--- config.mk ---
export PLATFORM = sky130hd
export DESIGN_NAME = clk_rate_ctrl
export DESIGN_NICKNAME = d
export VERILOG_FILES = /design/src/rtl/clk_rate_ctrl.sv
export SDC_FILE = /design/constraint.sdc
export NUM_CORES = 1
export LEC_CHECK = 0
export ABC_CLOCK_PERIOD_IN_PS = 2800
export CAP_MARGIN = 0
export CORE_MARGIN = 2
export CORE_UTILIZATION = 40
export DETAILED_ROUTE_END_ITERATION = 12
export GPL_ROUTABILITY_DRIVEN = 0
export PLACE_DENSITY = 0.75
export SETUP_SLACK_MARGIN = 0.02
export SYNTH_ARGS = -nofsm -noshare
export SYNTH_HDL_FRONTEND = slang
export SYNTH_SLANG_ARGS = --single-unit
--- constraint.sdc ---
create_clock -name CLK -period 2.8 [get_ports CLK]
set_clock_uncertainty 0.1 [all_clocks]
set_input_delay 0.56 -clock CLK [delete_from_list [all_inputs] [get_ports CLK]]
set_output_delay 0.56 -clock CLK [all_outputs]
set_load 0.02 [all_outputs]
--- src/rtl/clk_rate_ctrl.sv ---
// rtl/clk_rate_ctrl.sv - clock-enable rate controller with /8-aligned, gapped rate switching
// Phase counter drives en_2/en_4/en_8; clk_en follows cur_rate, which only changes at a /8 boundary.
module clk_rate_ctrl #(
  parameter int         GAP_CYCLES   = 2,
  parameter logic [1:0] DEFAULT_RATE = 2'd0
) (
  input  logic       CLK,
  input  logic       reset,
  input  logic       enable,
  input  logic       rate_req,
  input  logic [1:0] rate_sel,
  output logic       rate_ack,
  output logic       busy,
  output logic [1:0] cur_rate,
  output logic       clk_en,
  output logic       en_2,
  output logic       en_4,
  output logic       en_8,
  output logic [2:0] phase
);

  typedef enum logic [1:0] {IDLE, RUN, PEND, GAP} state_t;

  localparam logic [2:0] GAP_LOAD = 3'(GAP_CYCLES);

  state_t     state;
  state_t     state_nxt;
  logic [2:0] gap_cnt;
  logic [2:0] gap_cnt_nxt;
  logic [2:0] phase_nxt;
  logic [1:0] pend_rate;
  logic [1:0] pend_rate_nxt;
  logic [1:0] cur_rate_nxt;
  logic       ack_nxt;
  logic       strobe_act;

  always_ff @(posedge CLK or negedge reset) begin
    if (!reset) begin
      state <= IDLE;
    end else begin
      state <= state_nxt;
    end
  end

  always_comb begin
    state_nxt     = state;
    ack_nxt       = 1'b0;
    cur_rate_nxt  = cur_rate;
    pend_rate_nxt = pend_rate;
    gap_cnt_nxt   = gap_cnt;
    unique case (state)
      IDLE: begin
        // back-to-back requests are dropped so rate_ack can never stretch over two cycles
        if (rate_req && !rate_ack) begin
          cur_rate_nxt = rate_sel;
          ack_nxt      = 1'b1;
        end
        if (enable) begin
          state_nxt = RUN;
        end
      end
      RUN: begin
        if (!enable) begin
          state_nxt = IDLE;
        end else if (rate_req) begin
          if (rate_sel == cur_rate) begin
            ack_nxt = !rate_ack;
          end else begin
            pend_rate_nxt = rate_sel;
            state_nxt     = PEND;
          end
        end
      end
      PEND: begin
        if (!enable) begin
          state_nxt = IDLE;
        end else if (phase == 3'd7) begin
          cur_rate_nxt = pend_rate;
          if (GAP_LOAD == 3'd0) begin
            state_nxt = RUN;
            ack_nxt   = 1'b1;
          end else begin
            state_nxt   = GAP;
            gap_cnt_nxt = GAP_LOAD;
          end
        end
      end
      GAP: begin
        if (!enable) begin
          state_nxt = IDLE;
        end else if (gap_cnt <= 3'd1) begin
          state_nxt = RUN;
          ack_nxt   = 1'b1;
        end else begin
          gap_cnt_nxt = gap_cnt - 3'd1;
        end
      end
      default: state_nxt = IDLE;
    endcase
    if (state_nxt != GAP) begin
      gap_cnt_nxt = 3'd0;
    end
  end

  // phase only advances while counting continues; the PEND exit at 7 wraps to 0 naturally
  always_comb begin
    phase_nxt = 3'd0;
    if ((state == RUN || state == PEND) && (state_nxt == RUN || state_nxt == PEND)) begin
      phase_nxt = phase + 3'd1;
    end
  end

  always_ff @(posedge CLK or negedge reset) begin
    if (!reset) begin
      phase     <= 3'd0;
      gap_cnt   <= 3'd0;
      cur_rate  <= DEFAULT_RATE;
      pend_rate <= 2'd0;
      rate_ack  <= 1'b0;
    end else begin
      phase     <= phase_nxt;
      gap_cnt   <= gap_cnt_nxt;
      cur_rate  <= cur_rate_nxt;
      pend_rate <= pend_rate_nxt;
      rate_ack  <= ack_nxt;
    end
  end

  assign strobe_act = (state == RUN) || (state == PEND);
  assign busy       = (state == PEND) || (state == GAP);
  assign en_2       = strobe_act && phase[0];
  assign en_4       = strobe_act && (phase[1:0] == 2'd3);
  assign en_8       = strobe_act && (phase == 3'd7);

  always_comb begin
    clk_en = 1'b0;
    unique case (cur_rate)
      2'd0: clk_en = strobe_act;
      2'd1: clk_en = en_2;
      2'd2: clk_en = en_4;
      2'd3: clk_en = en_8;
      default: clk_en = 1'b0;
    endcase
  end

endmodule

* Yosys cells after proc, flatten, opt, wreduce, memory -nomap -nowiden
Cells that the tools add are included.
Cells by class: muxes and demuxes 28, order comparisons 1, bitwise logic cells 1, add/subtract/negate cells 2, reduce and logical (&&, ||, !) cells 16, eq/ne operators 19
Operator list (count):
- $mux 2 | 11
- $mux 3 | 6
- $eq 2x2->1 const B | 6
- $ne 3x3->1 const B | 4
- $ne 2x2->1 const B | 4
- $pmux 2 s4 | 1
- $reduce_and 4->1 | 2
- $eq 2x1->1 const B | 3
- $mux 1 | 6
- $pmux 3 s2 | 1
- $logic_and 1x1->1 | 5
- $reduce_and 5->1 | 1
- $logic_not 2->1 | 2
- $pmux 1 s4 | 1
- $pmux 2 s2 | 1
- $add 3x1->3 const B | 1
- $eq 3x3->1 const B | 1
- $le 3x1->1 const B | 1
- $logic_or 1x1->1 | 3
- $pmux 1 s3 | 1
- $reduce_bool 3->1 | 1
- $sub 3x1->3 const B | 1
- $eq 2x2->1 | 1
- $reduce_bool 2->1 | 1
- 2 further kinds | 2
Storage, ports and cells: word-level logic and storage cells 73, bits in registers 13

* Logic depth before layout (Yosys ltp)
word-level depth 9, gate-level depth with buffers 11

* Worst setup path before layout
No wires, ideal clock.
kind reg2reg, start reg phase[0], end reg gap_cnt[2], arrival 1991 ps, library setup time 128 ps, required time 2572 ps, stages on the path, launching flop included 11, path slack 581 ps, cell sequence dfrtp_1 > ha_1 > ha_1 > o21ai_0 > nand2_1 > o311ai_0 > a32oi_1 > ha_1 > and4b_1 > a31oi_1 > o31ai_1
Between the ends: cells in the longest elaborated chain, start to end 7, elaborated cells between the ends (all ways) 12
Ends and longest elaborated chain:
- from (decl) | line 19 | output logic [2:0] phase
- from (signal assigned) | line 121 | phase <= phase_nxt;
- $eq 3x3->1 * | line 77 | end else if (phase == 3'd7) begin
- $mux 2 * | line 77
- $mux 2 * | line 75 | if (!enable) begin
- $pmux 2 s4 * | line 51 | unique case (state)
- named net state_nxt[1] | line 27 | state_t state_nxt;
- $ne 2x2->1 * | line 100 | if (state_nxt != GAP) begin
- $ne 3x3->1 (no line) / $reduce_bool 3->1 (equally long branches)
- $reduce_and 5->1 (no line)
- to (signal assigned) | line 122 | gap_cnt <= gap_cnt_nxt;
- to (decl) | line 28 | logic [2:0] gap_cnt;
Mark *: on every way through the listed nets, which the timed path passes. The rest lies on a longest branch. A chain may end at the register's enable or synchronous reset.

* Worst setup path in the final report
start reg state[0], end out busy
Between the ends: cells in the longest elaborated chain, start to end 2, elaborated cells between the ends (all ways) 3
Ends and longest elaborated chain:
- from (decl) | line 26 | state_t state;
- from (signal assigned) | line 41 | state <= state_nxt;
- $eq 2x2->1 | line 130 | assign busy = (state == PEND) || (state == GAP);
- $logic_or 1x1->1 * | line 130
- to (decl) | line 13 | output logic busy,
Mark *: on every way between the ends. The rest lies on a longest branch, timed or not.

==> metrics.log <==
INFO  metric insertion_delay = 270 ps
INFO  metric cts_max_path_buffers = 2
INFO  metric synth_area_leader_cell = sky130_fd_sc_hd__dfrtp_1
INFO  metric antenna_found_initial = 0
INFO  metric dieHeight = 51.56 um
INFO  metric synth_async_sr_flop_share = 1.000
INFO  metric netlist.area_leader.share = 0.3596
INFO  metric grt_start_max_net_pins = 14
INFO  metric pwr_density_cell = 934.5 nW/um2
INFO  metric drv.max_cap_violation_count = 0
INFO  metric cts.sink_count = 13
INFO  metric grt_usage = 0.1472
INFO  metric antenna_violating_nets_post_route = 0
INFO  metric min_period_over_period = 0.9516
INFO  metric synthesis.instances = 88
INFO  metric path_class = reg2out
INFO  metric die_width = 51.56 um
INFO  metric rsz0062_at_grt = no
INFO  metric peakVddDrop = 0.6495 mV
INFO  metric synth_top_cells_by_area = sky130_fd_sc_hd__dfrtp_1, sky130_fd_sc_hd__ha_1, sky130_fd_sc_hd__mux2_2
INFO  metric syn_area_per_cell = 10.28 um2
INFO  metric worst_pin_slew = 591.6 ps
INFO  metric clk_pin_slew_worst_paths = 80 ps
INFO  metric numCtsBuffers = 3
INFO  metric final_cell_mix = sky130_fd_sc_hd__clkdlybuf4s50_1, sky130_fd_sc_hd__dfrtp_1, sky130_fd_sc_hd__nand2_1
INFO  metric grt_pass1_vias = 673
INFO  metric syn_area = 904.6 um2
INFO  metric placementRows = 17
INFO  metric final_cell_count_no_fill = 133
INFO  metric dr_total_vias = 698
INFO  metric synth-seq-area-share = 0.3596
INFO  metric layout.cells.most_common = sky130_fd_sc_hd__clkdlybuf4s50_1
INFO  metric drive_gt1_frac = 0.1524
INFO  metric antenna-diode-count = 0
INFO  metric max_freq = 375.3 MHz
INFO  metric ys_ff_latch = 13
INFO  metric final.fill_count = 213
INFO  metric critical_path_arrival = 2000 ps
INFO  metric synthesis.nets = 103
INFO  metric netlist-cell-type-count = 34
INFO  metric ios = 17
INFO  metric timing_hold_violations_final = 0
INFO  metric die-area = 2658 um2
INFO  metric ys.flop_type = sky130_fd_sc_hd__dfrtp_1
INFO  metric placeableCoreArea = 2170 um2
INFO  metric finish.net_count = 121
INFO  metric drc_markers = 0
INFO  metric drt_iter0_markers = 9
INFO  metric critPathRequiredTime = 2140 ps
INFO  metric yosys_warning_count = 0
INFO  metric layout_min_cycle_time = 2665 ps
INFO  metric initial_utilization = 0.4170
INFO  metric timing.final.setup_violations = 0
INFO  metric first_pass_grt_wire_length = 2.960 mm
INFO  metric dpl.cell_count = 129
INFO  metric io_buffers = 16
INFO  metric dpl.hpwl = 1.364 mm
INFO  metric synth_edf_count = 0
INFO  metric report.final.slew_viol_count = 0
INFO  metric holdBufCountCts = 0
INFO  metric setup_total_negative_slack = 0 ps
INFO  metric max-slew-margin-rel = 0.6044
INFO  metric cp-end-kind = output pin
INFO  metric critical_path_peak_fanout = 9
INFO  metric leakage_power_of_the_design = 0.0004999 uW
INFO  metric tritoncts = done
INFO  metric clock_tree.htree_level_count = 1
INFO  metric cts-root-buf = sky130_fd_sc_hd__clkbuf_4
INFO  metric status = finished, final reports clean
INFO  metric worst_hold_path_type = reg2reg
INFO  metric via_per_instance_ratio = 5.248
INFO  metric syn2layout_area_growth = 22.13%
INFO  metric routed_wl = 1.790 mm
INFO  metric gr-total-overflow = 0
INFO  metric firstDrtPassIters = 4
INFO  metric drt-wirelength-per-cell = 13.46 um
INFO  metric critPathLaunchType = register
==> state kept, by name, summed over array words and instances (netlist names) <==
register	flops
phase	3
pend_rate	2
rate_ack	1
cur_rate	2
state	2
gap_cnt	3
==> logic make-up (layout without fill, tap and decap cells) <==
group | count (synthesis) | count (layout) | share of synthesized area
and+or+nand+nor | 27 | 27 | 0.1591
adders and majority gates | 9 | 9 | 0.1245
DFF | 13 | 13 | 0.3596
xor gates and xnor gates | 2 | 2 | 0.01937
buffers and inverters | 9 | 26 | 0.05532
AOI/OAI and AO/OA | 20 | 20 | 0.1798
muxes | 8 | 8 | 0.1023
==> stage by stage <==
step / setup WS (ps) / power [uW] / instance area, um2 / hold slack [ps] / utilization
floorplan: 580.9 / 725.8 / 904.6 / 164.4 / -
global placement: 252.1 / 903.9 / 1072 / 385.1 / 0.4942
detailed placement: 235.4 / 920.8 / 1072 / 401.0 / 0.4942
CTS: 64.59 / 1040 / 1101 / 418.8 / 0.5075
global route: 35.82 / 1115 / 1105 / 439.8 / 0.5092
finish: 135.4 / 1033 / 1105 / 424.2 / 0.5092
==> area by class of cell <==
type	instances	area [um2]	area share
clock buffers	4	26.28	0.02378
multi-input cells	66	531.8	0.4813
flip-flops and latches	13	326.6	0.2956
well taps	28	35.03	0.03171
inverters	6	22.52	0.02039
repair buffers	16	162.7	0.1472
==> cells in the mapped netlist, types with 2 or more instances <==
cell,number
sky130_fd_sc_hd__a21oi_1,2
sky130_fd_sc_hd__a31oi_1,2
sky130_fd_sc_hd__and2_1,3
sky130_fd_sc_hd__and3_1,3
sky130_fd_sc_hd__buf_6,2
sky130_fd_sc_hd__dfrtp_1,13
sky130_fd_sc_hd__ha_1,9
sky130_fd_sc_hd__inv_1,6
sky130_fd_sc_hd__mux2_2,6
sky130_fd_sc_hd__nand2_1,10
sky130_fd_sc_hd__nand2b_1,3
sky130_fd_sc_hd__nor2_1,3
sky130_fd_sc_hd__o211ai_1,2
sky130_fd_sc_hd__o21ai_0,2
sky130_fd_sc_hd__o22ai_1,2
sky130_fd_sc_hd__xnor2_1,2
==> final timing paths <==
check,from,end,slack (ps),cells after the start
worst max-delay path,state[0],busy,140,5
max in group asynchronous,reset,state[1],1620,1
worst min register to register,pend_rate[1],pend_rate[1],420,1
worst min-delay path,pend_rate[1],pend_rate[1],420,1
worst max register to register,state[0],gap_cnt[2],430,8
min in group asynchronous,reset,pend_rate[0],560,1
==> worst max-delay path: stages (launching register included) <==
cell	delay, ps
sky130_fd_sc_hd__dfrtp_1	440
sky130_fd_sc_hd__inv_1	110
sky130_fd_sc_hd__ha_1	380
sky130_fd_sc_hd__nor2_1	100
sky130_fd_sc_hd__inv_1	100
sky130_fd_sc_hd__clkdlybuf4s50_1	600
==> where the power goes <==
part	total, uW	switching (uW)	internal (uW)
Clock	115	60.1	55.2
Sequential	316	66.0	250
Combinational	602	314	287
==> metal layers <==
metal	part of all wire	global-route usage	vias to the layer above
met2	0.48	0.2393	13
li1	-	-	354
met3	0.036	0.03161	0
met5	0	0	-
met1	0.49	0.1875	331
met4	0	0.06579	0
==> repair_timing <==
action,CTS,global route
setup endpoints to repair,1,1
gates resized for setup,1,2
setup buffers,0,0
Note: power is estimated with default switching activity, not from simulation.
